`src/rtl/uart_tx_pkg.sv`:
```
// Shared types and constants for the UART transmit sequencer.
// Optional parity support is selected by the TX_PARITY_EN macro in the users of this package.
package uart_tx_pkg;

    localparam int DEF_DATA_WIDTH = 8;

    typedef enum logic [2:0] {
        IDLE   = 3'd0,
        START  = 3'd1,
        DATA   = 3'd2,
        PARITY = 3'd3,
        STOP   = 3'd4
    } state_t;

    localparam logic [1:0] SEL_START = 2'b00;
    localparam logic [1:0] SEL_STOP  = 2'b01;
    localparam logic [1:0] SEL_DATA  = 2'b10;
    localparam logic [1:0] SEL_PAR   = 2'b11;

endpackage

```
`src/rtl/uart_parity_calc.sv`:
```
// Combinational parity of the latched transmit word (even when par_typ=0, odd when 1).
// Only present when TX_PARITY_EN is defined.
`ifdef TX_PARITY_EN
module uart_parity_calc
    import uart_tx_pkg::*;
#(
    parameter int DATA_WIDTH = DEF_DATA_WIDTH
) (
    input  logic [DATA_WIDTH-1:0] data,
    input  logic                  par_typ,
    output logic                  par_bit
);

    // NOTE: a continuous assign cannot infer a latch, unlike a partially-assigned always block.
    assign par_bit = (^data) ^ par_typ;

endmodule
`endif

```
`src/rtl/uart_tx_fsm.sv`:
```
// UART transmit sequencer: IDLE -> START -> DATA -> [PARITY] -> STOP, one bit per clock, LSB first.
// The PARITY state and parity logic exist only when TX_PARITY_EN is defined.
module uart_tx_fsm
    import uart_tx_pkg::*;
#(
    parameter int DATA_WIDTH = DEF_DATA_WIDTH
) (
    input  logic                  clk_fsm,
    input  logic                  rst_fsm,
    input  logic [DATA_WIDTH-1:0] p_data_fsm,
    input  logic                  data_valid_fsm,
    input  logic                  par_en_fsm,
    input  logic                  par_typ_fsm,
    output logic [1:0]            mux_sel_fsm,
    output logic                  ser_data_fsm,
    output logic                  par_bit_fsm,
    output logic                  busy_fsm
);

    localparam int                CNT_W    = $clog2(DATA_WIDTH);
    localparam logic [CNT_W-1:0]  LAST_BIT = CNT_W'(DATA_WIDTH - 1);

    state_t                  state;
    logic [DATA_WIDTH-1:0]   data_q;
    logic [CNT_W-1:0]        bit_cnt;
    logic [CNT_W-1:0]        next_cnt;
    logic                    accept;

    // New words are taken only when idle or on the STOP exit edge (back-to-back frames).
    assign accept   = data_valid_fsm && ((state == IDLE) || (state == STOP));
    assign next_cnt = bit_cnt + 1'b1;

`ifdef TX_PARITY_EN
    logic par_en_q;
    logic par_typ_q;
    logic par_calc;
    logic par_bit_q;

    uart_parity_calc #(
        .DATA_WIDTH (DATA_WIDTH)
    ) u_parity_calc (
        .data    (data_q),
        .par_typ (par_typ_q),
        .par_bit (par_calc)
    );

    assign par_bit_fsm = par_bit_q;
`else
    logic unused_par_cfg;
    assign unused_par_cfg = par_en_fsm ^ par_typ_fsm;
    assign par_bit_fsm    = 1'b0;
`endif

    // NOTE: sequential state uses non-blocking assignments so every register samples pre-edge values.
    always_ff @(posedge clk_fsm or posedge rst_fsm) begin
        if (rst_fsm) begin
            state        <= IDLE;
            data_q       <= '0;
            bit_cnt      <= '0;
            mux_sel_fsm  <= SEL_STOP;
            ser_data_fsm <= 1'b0;
            busy_fsm     <= 1'b0;
`ifdef TX_PARITY_EN
            par_en_q     <= 1'b0;
            par_typ_q    <= 1'b0;
            par_bit_q    <= 1'b0;
`endif
        end else begin
            ser_data_fsm <= 1'b0;
            case (state)
                IDLE, STOP: begin
                    if (accept) begin
                        data_q      <= p_data_fsm;
`ifdef TX_PARITY_EN
                        par_en_q    <= par_en_fsm;
                        par_typ_q   <= par_typ_fsm;
`endif
                        state       <= START;
                        mux_sel_fsm <= SEL_START;
                        busy_fsm    <= 1'b1;
                    end else begin
                        state       <= IDLE;
                        mux_sel_fsm <= SEL_STOP;
                        busy_fsm    <= 1'b0;
                    end
                end
                START: begin
                    state        <= DATA;
                    mux_sel_fsm  <= SEL_DATA;
                    bit_cnt      <= '0;
                    ser_data_fsm <= data_q[0];
                end
                DATA: begin
                    bit_cnt <= next_cnt;
                    if (bit_cnt == LAST_BIT) begin
`ifdef TX_PARITY_EN
                        if (par_en_q) begin
                            state       <= PARITY;
                            mux_sel_fsm <= SEL_PAR;
                            par_bit_q   <= par_calc;
                        end else
`endif
                        begin
                            state       <= STOP;
                            mux_sel_fsm <= SEL_STOP;
                        end
                    end else begin
                        ser_data_fsm <= data_q[next_cnt];
                    end
                end
`ifdef TX_PARITY_EN
                PARITY: begin
                    state       <= STOP;
                    mux_sel_fsm <= SEL_STOP;
                end
`endif
                default: begin
                    state       <= IDLE;
                    mux_sel_fsm <= SEL_STOP;
                    busy_fsm    <= 1'b0;
                end
            endcase
        end
    end

endmodule

```
`config.mk`:
```
export PLATFORM = sky130hd
export DESIGN_NAME = uart_tx_fsm
export DESIGN_NICKNAME = d
export VERILOG_FILES = /design/src/rtl/uart_tx_pkg.sv /design/src/rtl/uart_parity_calc.sv /design/src/rtl/uart_tx_fsm.sv
export SDC_FILE = /design/constraint.sdc
export NUM_CORES = 1
export LEC_CHECK = 0
export ABC_CLOCK_PERIOD_IN_PS = 3560
export CORE_ASPECT_RATIO = 1.25
export CORE_UTILIZATION = 45
export CTS_CLUSTER_DIAMETER = 50
export DETAILED_ROUTE_END_ITERATION = 16
export GPL_TIMING_DRIVEN = 0
export PLACE_DENSITY = 0.72
export SYNTH_ARGS = -nofsm -noshare
export SYNTH_HDL_FRONTEND = slang
export SYNTH_SLANG_ARGS = --single-unit
```
`constraint.sdc`:
```
create_clock -name clk_fsm -period 3.56 [get_ports clk_fsm]
set_input_delay 1.068 -clock clk_fsm [delete_from_list [all_inputs] [get_ports clk_fsm]]
set_output_delay 1.068 -clock clk_fsm [all_outputs]
set_load 0.03 [all_outputs]
```
Word-level counts from Yosys, hierarchy flattened
Index checks and enable logic that the tools add are counted.

word-level totals
  logic and storage cells = 33
  register bits = 18
  output and inout bits = 5

operators by class
  $add $sub $neg = 1
  reductions and logical operators = 7
  equal/unequal tests = 5
  $lt $le $gt $ge = 1
  muxes and demuxes = 13

operator list
  kind                 count
  $pmux 3 s3           1
  $eq 3x3->1 const B   2
  $pmux 2 s3           1
  $pmux 3 s2           1
  $mux 1               5
  $lt 3x4->1 const B   1
  $pmux 1 s2           2
  $reduce_or 2->1      2
  $add 3x1->3 const B  1
  $bmux 1 s3           1
  $eq 3x1->1 const B   1
  $eq 3x2->1 const B   1
  $logic_not 3->1      1
  $mux 3               1
  $mux 2               1
  $ne 2x2->1 const B   1
  $reduce_and 2->1     1
  $reduce_bool 2->1    1
  $logic_and 1x1->1    1
  $logic_or 1x1->1     1

Depth between registers and ports, before layout
Gate-level depths: netlist of the first run.

  word-level depth = 5
  mapped depth = 5

Worst setup path before layout of the first run
Ideal clock, no wire load.

  path kind = input-to-reg
  start = input data_valid_fsm
  end = register data_q[0]
  slack = 1.703 ns
  arrival time = 1.732 ns
  library setup time = 0.125 ns
  cell stages on the path = 3
  path through = nor3b_1 -> buf_4 -> mux2_2

on the way
  longest elaborated chain between the ends = 2

RTL lines
  element                            line               text
  start, declared                    uart_tx_fsm.sv:11  input logic data_valid_fsm,
  $logic_and 1x1->1                  uart_tx_fsm.sv:30  assign accept = data_valid_fsm && ((state == IDLE) || (state == STOP));
  $reduce_and 2->1 (no source line)  n/a
  end signal, assigned               uart_tx_fsm.sv:73  data_q <= p_data_fsm;
  end, declared                      uart_tx_fsm.sv:24  logic [DATA_WIDTH-1:0] data_q;

Every way passes these cells.
A chain may end at the register's enable or synchronous reset.

Worst setup path after layout of the first run
  start = register mux_sel_fsm[0]
  end = output mux_sel_fsm[0]

RTL lines
  element                 line               text
  start, declared         uart_tx_fsm.sv:14  output logic [1:0] mux_sel_fsm,
  start signal, assigned  uart_tx_fsm.sv:60  mux_sel_fsm <= SEL_STOP;
  start signal, assigned  uart_tx_fsm.sv:79  mux_sel_fsm <= SEL_START;
  start signal, assigned  uart_tx_fsm.sv:83  mux_sel_fsm <= SEL_STOP;

No word-level cell between the ends.

==> results of run 1 <==
==> area by class of cell <==
class,instances,area share
Clock buffer,4,0.0344
Sequential cell,18,0.428
Tap cell,19,0.0225
Timing Repair Buffer,14,0.133
Inverter,2,0.00712
Multi-Input combinational cell,42,0.342
Buffer,6,0.0332
==> worst paths after layout <==
check | from | endpoint | slack [ns] | cells after the start
setup / recovery | mux_sel_fsm[0]$_DFFE_PP1P_ | mux_sel_fsm[0] | 0.99 | 1
setup reg to reg | bit_cnt[1]$_DFFE_PP0P_ | ser_data_fsm$_DFF_PP0_ | 1.81 | 4
min in group asynchronous | rst_fsm | mux_sel_fsm[1]$_DFFE_PP0P_ | 1.16 | 2
max in group asynchronous | rst_fsm | data_q[3]$_DFFE_PP0P_ | 1.96 | 2
hold reg to reg | mux_sel_fsm[0]$_DFFE_PP1P_ | mux_sel_fsm[0]$_DFFE_PP1P_ | 0.50 | 1
hold / removal | mux_sel_fsm[0]$_DFFE_PP1P_ | mux_sel_fsm[0]$_DFFE_PP1P_ | 0.50 | 1
==> per-layer routing <==
| layer | routed length (um) | part of all wire | global-route usage | vias to the layer above |
|---|---|---|---|---|
| met2 | 743 | 0.52 | 0.276 | 14 |
| met3 | 53 | 0.037 | 0.0398 | 5 |
| met4 | 40 | 0.028 | 0.100 | 0 |
| met5 | 0 | 0 | 0 | - |
| li1 | - | - | - | 280 |
| met1 | 600 | 0.42 | 0.210 | 289 |
==> through the flow <==
step,cells,power [mW]
after floorplan,68,0.672
after global placement,101,0.768
after detailed placement,101,0.786
after CTS,105,0.915
after global routing,105,0.967
final,105,0.907
==> state kept, by name (all words and copies together), names as in the netlist <==
signal,cells
bit_cnt,3
busy_fsm,1
data_q,8
mux_sel_fsm,2
ser_data_fsm,1
state,3
==> logic make-up (layout without fill, tap and decap cells) <==
kind of cell | Yosys count | after routing
flip-flops | 18 | 18
AND/OR/NAND/NOR | 15 | 15
AO/OA/AOI/OAI | 12 | 12
multiplexers | 12 | 12
buffers and inverters | 8 | 26
adder cells (fa/ha/maj) | 2 | 2
other | 1 | 1
==> synthesized netlist by cell type <==
master     instances
a21o_1             1
a21oi_1            1
a22o_1             4
a22o_2             1
a41o_1             1
and3b_1            1
buf_2              1
buf_4              3
clkbuf_1           2
conb_1             1
dfrtp_1           17
dfstp_2            1
ha_1               2
inv_1              2
mux2_2             8
mux2i_1            3
mux4_2             1
nand2_1            1
nand2b_1           2
nand3b_1           1
nor2_1             3
nor2b_1            3
nor3_1             1
nor3b_1            2
o21ai_0            1
o21bai_1           1
o2bb2ai_1          2
or3b_1             1
==> placed cells by master, fill, tap and decap left out <==
cell	synthesis	routed
inv_1	2	2
clkbuf_4	0	3
o21bai_1	1	1
nor2_1	3	3
or3b_1	1	1
clkbuf_1	2	2
nor3_1	1	1
a22o_2	1	1
buf_4	3	3
nor2b_1	3	3
o21ai_0	1	1
clkdlybuf4s50_1	0	14
a21oi_1	1	1
dfstp_2	1	1
a41o_1	1	1
conb_1	1	1
ha_1	2	2
buf_2	1	1
mux2i_1	3	3
a21o_1	1	1
dfrtp_1	17	17
and3b_1	1	1
nand2_1	1	1
a22o_1	4	4
clkbuf_8	0	1
nand2b_1	2	2
nand3b_1	1	1
o2bb2ai_1	2	2
nor3b_1	2	2
mux4_2	1	1
mux2_2	8	8
==> worst register-to-register path: stages, from the launching register on <==
cell and delay (ns):
dfrtp_1 0.41, ha_1 0.38, mux4_2 0.51, nand2b_1 0.16, a41o_1 0.21
==> report_power, final <==
group          switching [mW]  total (mW)  internal, mW
logic                   0.203       0.435         0.233
registers              0.0454       0.344         0.299
clock network          0.0649       0.127        0.0625
total                   0.313       0.907         0.594
==> results.yml, run 1 <==
synth:
  synth_mux_area_frac: 0.167
  synthAdderAreaFrac: 0.0293
  synth_compound_area_frac: 0.114
  synth_cell_types: 28
  synth.area.top_cells: "dfrtp_1, mux2_2, a22o_1"
  synthSimpleGateAreaFrac: 0.107
  ys_seq_area_frac: 0.529
  synth_area_per_cell_sq_um: 12.6
  ys_warn_count: 0
  ys_ff_latch: 18
  synthCells: 68
  synth_xor_area_frac: 0
  synth_top_family_by_area: "multiplexers"
  synth_top_area_share: 0.498
  synth_fp_nets: 83
  synth_area_sq_um: 855
  yosys.area.top_type: "dfrtp_1"
drt:
  vias: 588
  drc_errors: 0
  drt-total-wl_um: 1440
  wl_per_cell_um: 13.7
  drt_iter0_drc: 3
  dr.pass1.iters: 4
  ant_nets: 0
  via_per_inst: 5.60
global_route:
  grt_max_degree: 19
  grt_pass1_wl_um: 2420
  antenna_found_initial: 0
  grt_pass1_vias: 567
  track_usage: 0.177
  grt_overflow: 0
placement:
  place.port_buffers: 14
  place_worst_setup_slack_ns: 1.15
  globalplace.congestion: 0.673
  place_area_sq_mm: 0.00102
  hpwl_um: 1060
finish:
  fin_nets: 102
  fillers: 154
  final_area_sq_mm: 0.00105
  diodes: 0
  area_growth_pct: 23.4
  utilization: 0.597
  multiInputGateArea_sq_um: 360
  drive_above_1_share: 0.221
  register_area_sq_um: 452
critical_path:
  critPathMaxStageDelay_ns: 0.66
  crit_slowest_cell: "clkdlybuf4s50_1"
  worstSetupPathType: "reg -> out"
  required_ns: 2.49
  start_kind: "register"
  worstPathArrival_ns: 1.50
  end_kind: "primary output"
  crit_path_cell_trace: "clkdlybuf4s50_1"
  path_delay_family: "buffers and inverters"
  worstPathMaxFanout: 2
  crit_buf_inv: 1
clock_tree:
  hold_buffers: 0
  cts_buffers: 3
  insertion_delay_ns: 0.30
  clockBufferDepth: 2
  cts_resized: 0
  cts_root_buffer: "clkbuf_4"
  post-cts-setup-buffers: 0
  path_clk_slew_ns: 0.10
  clkSinkCount: 18
  h-tree-depth: 1
  cts_tree: "built"
timing:
  setup_violations: 0
  max_slew_margin: 0.540
  finalCritPeriodShare: 0.722
  fin_tns_setup_ns: 0
  rsz0062_at_grt: "false"
  drv_slew: 0
  worst_pin_slew_ns: 0.690
  worst_slack_ns: 0.988
  clock_skew_ns: 0.00785
  hold_violations: 0
  fin_hold_ws_ns: 0.498
  period_needed_ns: 2.57
  max_freq_mhz: 389
pwr:
  p_per_area_mw_per_mm2: 860
  p_leak_nw: 0.479
  ir_drop_uv: 431
job:
  maxCapViolCount: 0
floorplan:
  die_area_sq_mm: 0.00208
  die_w_um: 41.0
  num_rows: 17
  dieHeight_um: 50.7
  start_util: 0.484
  core_area_sq_mm: 0.00177
  io-pin-count: 18
run_status:
  outcome: "finished clean"
hold_path:
  hp-class: "reg -> reg"
Note: power is estimated with default switching activity, not from simulation.
==> run 2: changes to the inputs <==
--- a/config.mk
+++ b/config.mk
@@ -5,7 +5,7 @@
 export SDC_FILE = /design/constraint.sdc
 export NUM_CORES = 1
 export LEC_CHECK = 0
-export ABC_CLOCK_PERIOD_IN_PS = 3560
+export ABC_CLOCK_PERIOD_IN_PS = 2660
 export CORE_ASPECT_RATIO = 1.25
 export CORE_UTILIZATION = 45
 export CTS_CLUSTER_DIAMETER = 50
==> constraint.sdc (replaced) <==
create_clock -name clk_fsm -period 2.66 [get_ports clk_fsm]
set_input_delay 0.798 -clock clk_fsm [delete_from_list [all_inputs] [get_ports clk_fsm]]
set_output_delay 0.798 -clock clk_fsm [all_outputs]
set_load 0.03 [all_outputs]
==> results of run 2 <==
The final DEF is identical to that of run 1. Status: finished clean.
Among the figures that moved: setup slack after placement 1.15 ns -> 0.524 ns; setup slack after layout 0.988 ns -> 0.358 ns; register-to-register setup slack 1.81 ns -> 0.91 ns; total power 0.907 mW -> 1.21 mW; worst IR drop on VDD 431 uV -> 577 uV
==> run 3: changes to the inputs <==
--- a/config.mk
+++ b/config.mk
@@ -6,12 +6,15 @@
 export NUM_CORES = 1
 export LEC_CHECK = 0
 export ABC_CLOCK_PERIOD_IN_PS = 2660
+export CELL_PAD_IN_SITES_DETAIL_PLACEMENT = 1
+export CELL_PAD_IN_SITES_GLOBAL_PLACEMENT = 1
 export CORE_ASPECT_RATIO = 1.25
-export CORE_UTILIZATION = 45
+export CORE_UTILIZATION = 39
 export CTS_CLUSTER_DIAMETER = 50
 export DETAILED_ROUTE_END_ITERATION = 16
 export GPL_TIMING_DRIVEN = 0
-export PLACE_DENSITY = 0.72
+export PLACE_DENSITY_LB_ADDON = 0.1
+export SLEW_MARGIN = 20
 export SYNTH_ARGS = -nofsm -noshare
 export SYNTH_HDL_FRONTEND = slang
 export SYNTH_SLANG_ARGS = --single-unit
==> run 3 against run 2 <==
Combinational power increased by 3%. Flip-flop and latch count unchanged. Via count down 0.85%. Count of clock-buffer cells in the layout unchanged. Final cell count rose by 0.95%. Register-to-register slack lost 0.05 ns. Non-clock buffer count unchanged. Design area decreased by 0.83%. Sequential share of layout area rose by 0.36 points. Critical path type unchanged. Largest power group unchanged.
==> results.yml, run 3 (synthesized netlist as in run 1, its figures left out) <==
global_route:
  grt_pass1_wl_um: 2770
  grt_overflow: 0
  track_usage: 0.163
  antenna_found_initial: 0
  grt_pass1_vias: 611
  grt_max_degree: 19
placement:
  globalplace.congestion: 0.760
  hpwl_um: 1260
  place.port_buffers: 14
  post-place-cells: 102
finish:
  area_growth_pct: 22.4
  diodes: 0
  largest_reg_flops: 8
  layout_common_cells: "dfrtp_1, clkdlybuf4s50_1, mux2_2"
  reg.largest.list: "data_q (8), bit_cnt (3), state (3)"
  finalNonFillerCells: 106
  drive_above_1_share: 0.209
  mostFrequentLayoutCell: "dfrtp_1"
  fin_nets: 102
  regMostFlops: "data_q"
pwr:
  totalPowerFinal_mw: 1.21
  ir_drop_uv: 516
  p_per_area_mw_per_mm2: 1160
  p_leak_nw: 0.473
clock_tree:
  post-cts-setup-buffers: 0
  h-tree-depth: 1
  cts_root_buffer: "clkbuf_4"
  cts_buffers: 3
  hold_buffers: 0
  cts_resized: 0
  cts_tree: "built"
  clkSinkCount: 18
  clockBufferDepth: 2
  insertion_delay_ns: 0.31
  path_clk_slew_ns: 0.10
floorplan:
  die_area_sq_mm: 0.00238
  dieHeight_um: 54.3
  start_util: 0.422
  num_rows: 18
  core_area_sq_mm: 0.00203
  die_w_um: 43.9
  io-pin-count: 18
drt:
  wl_per_cell_um: 16.4
  vias: 583
  via_per_inst: 5.50
  dr.pass1.iters: 6
  drc_errors: 0
  drt-total-wl_um: 1740
  drt_iter0_drc: 5
  ant_nets: 0
timing:
  period_needed_ns: 2.31
  max_freq_mhz: 433
  clock_skew_ns: 0.00947
  finalCritPeriodShare: 0.868
  rsz0062_at_grt: "false"
  hold_violations: 0
  drv_slew: 0
  setup_violations: 0
  fin_tns_setup_ns: 0
  max_slew_margin: 0.540
  worst_pin_slew_ns: 0.689
job:
  maxCapViolCount: 0
critical_path:
  worstSetupPathType: "reg -> out"
  start_kind: "register"
  path_delay_family: "buffers and inverters"
  critPathMaxStageDelay_ns: 0.66
  worstPathMaxFanout: 2
  crit_path_cell_trace: "clkdlybuf4s50_1"
  crit_slowest_cell: "clkdlybuf4s50_1"
  end_kind: "primary output"
  crit_buf_inv: 1
  required_ns: 1.86
  worstPathArrival_ns: 1.51
hold_path:
  hp-class: "reg -> reg"
run_status:
  outcome: "finished clean"
-- run 3: cell counts in the layout (fill, tap and decap cells not counted) --
Identical to the previous run, type by type.
-- run 3: metal layers --
metal | GRT usage | vias up | wire, um
met1 | 0.201 | 291 | 750
met3 | 0.0231 | 5 | 50
li1 | - | 276 | -
met4 | 0.0909 | 0 | 45
met2 | 0.276 | 11 | 890
met5 | 0 | - | 0
-- run 3: area by class of cell --
type                       instances  area (sq um)
buffer                             6          35.0
clock buffer                       4          26.3
fill                             215           981
inverter                           2          7.51
multi-input combinational         42           360
sequential                        18           452
tap                               20          25.0
timing repair buffer              14           140
-- run 3: final timing paths --
kind	end	depth (start not counted)	start	slack (ns)
setup reg to reg	ser_data_fsm$_DFF_PP0_	4	bit_cnt[1]$_DFFE_PP0P_	0.86
hold / removal	mux_sel_fsm[0]$_DFFE_PP1P_	1	mux_sel_fsm[0]$_DFFE_PP1P_	0.51
min in group asynchronous	bit_cnt[2]$_DFFE_PP0P_	2	rst_fsm	0.88
setup / recovery	mux_sel_fsm[0]	1	mux_sel_fsm[0]$_DFFE_PP1P_	0.35
hold reg to reg	mux_sel_fsm[0]$_DFFE_PP1P_	1	mux_sel_fsm[0]$_DFFE_PP1P_	0.51
max in group asynchronous	data_q[1]$_DFFE_PP0P_	2	rst_fsm	1.33
-- run 3: where the power goes --
group | leakage (nW) | switching [mW] | internal, mW | total (mW)
Combinational | 0.237 | 0.286 | 0.312 | 0.598
Sequential | 0.221 | 0.0630 | 0.400 | 0.463
Clock | 0.0150 | 0.0898 | 0.0586 | 0.148
-- run 3: per-stage QoR --
stage	instance area [sq um]	worst slack, ns	hold slack [ns]	util
final	1050	0.352	0.513	0.516
after global routing	1050	0.327	0.536	0.516
after CTS	1050	0.353	0.513	0.516
after detailed placement	1020	0.503	0.499	0.503
after global placement	1020	0.515	0.481	0.503
after floorplan	855	1.01	0.475	-
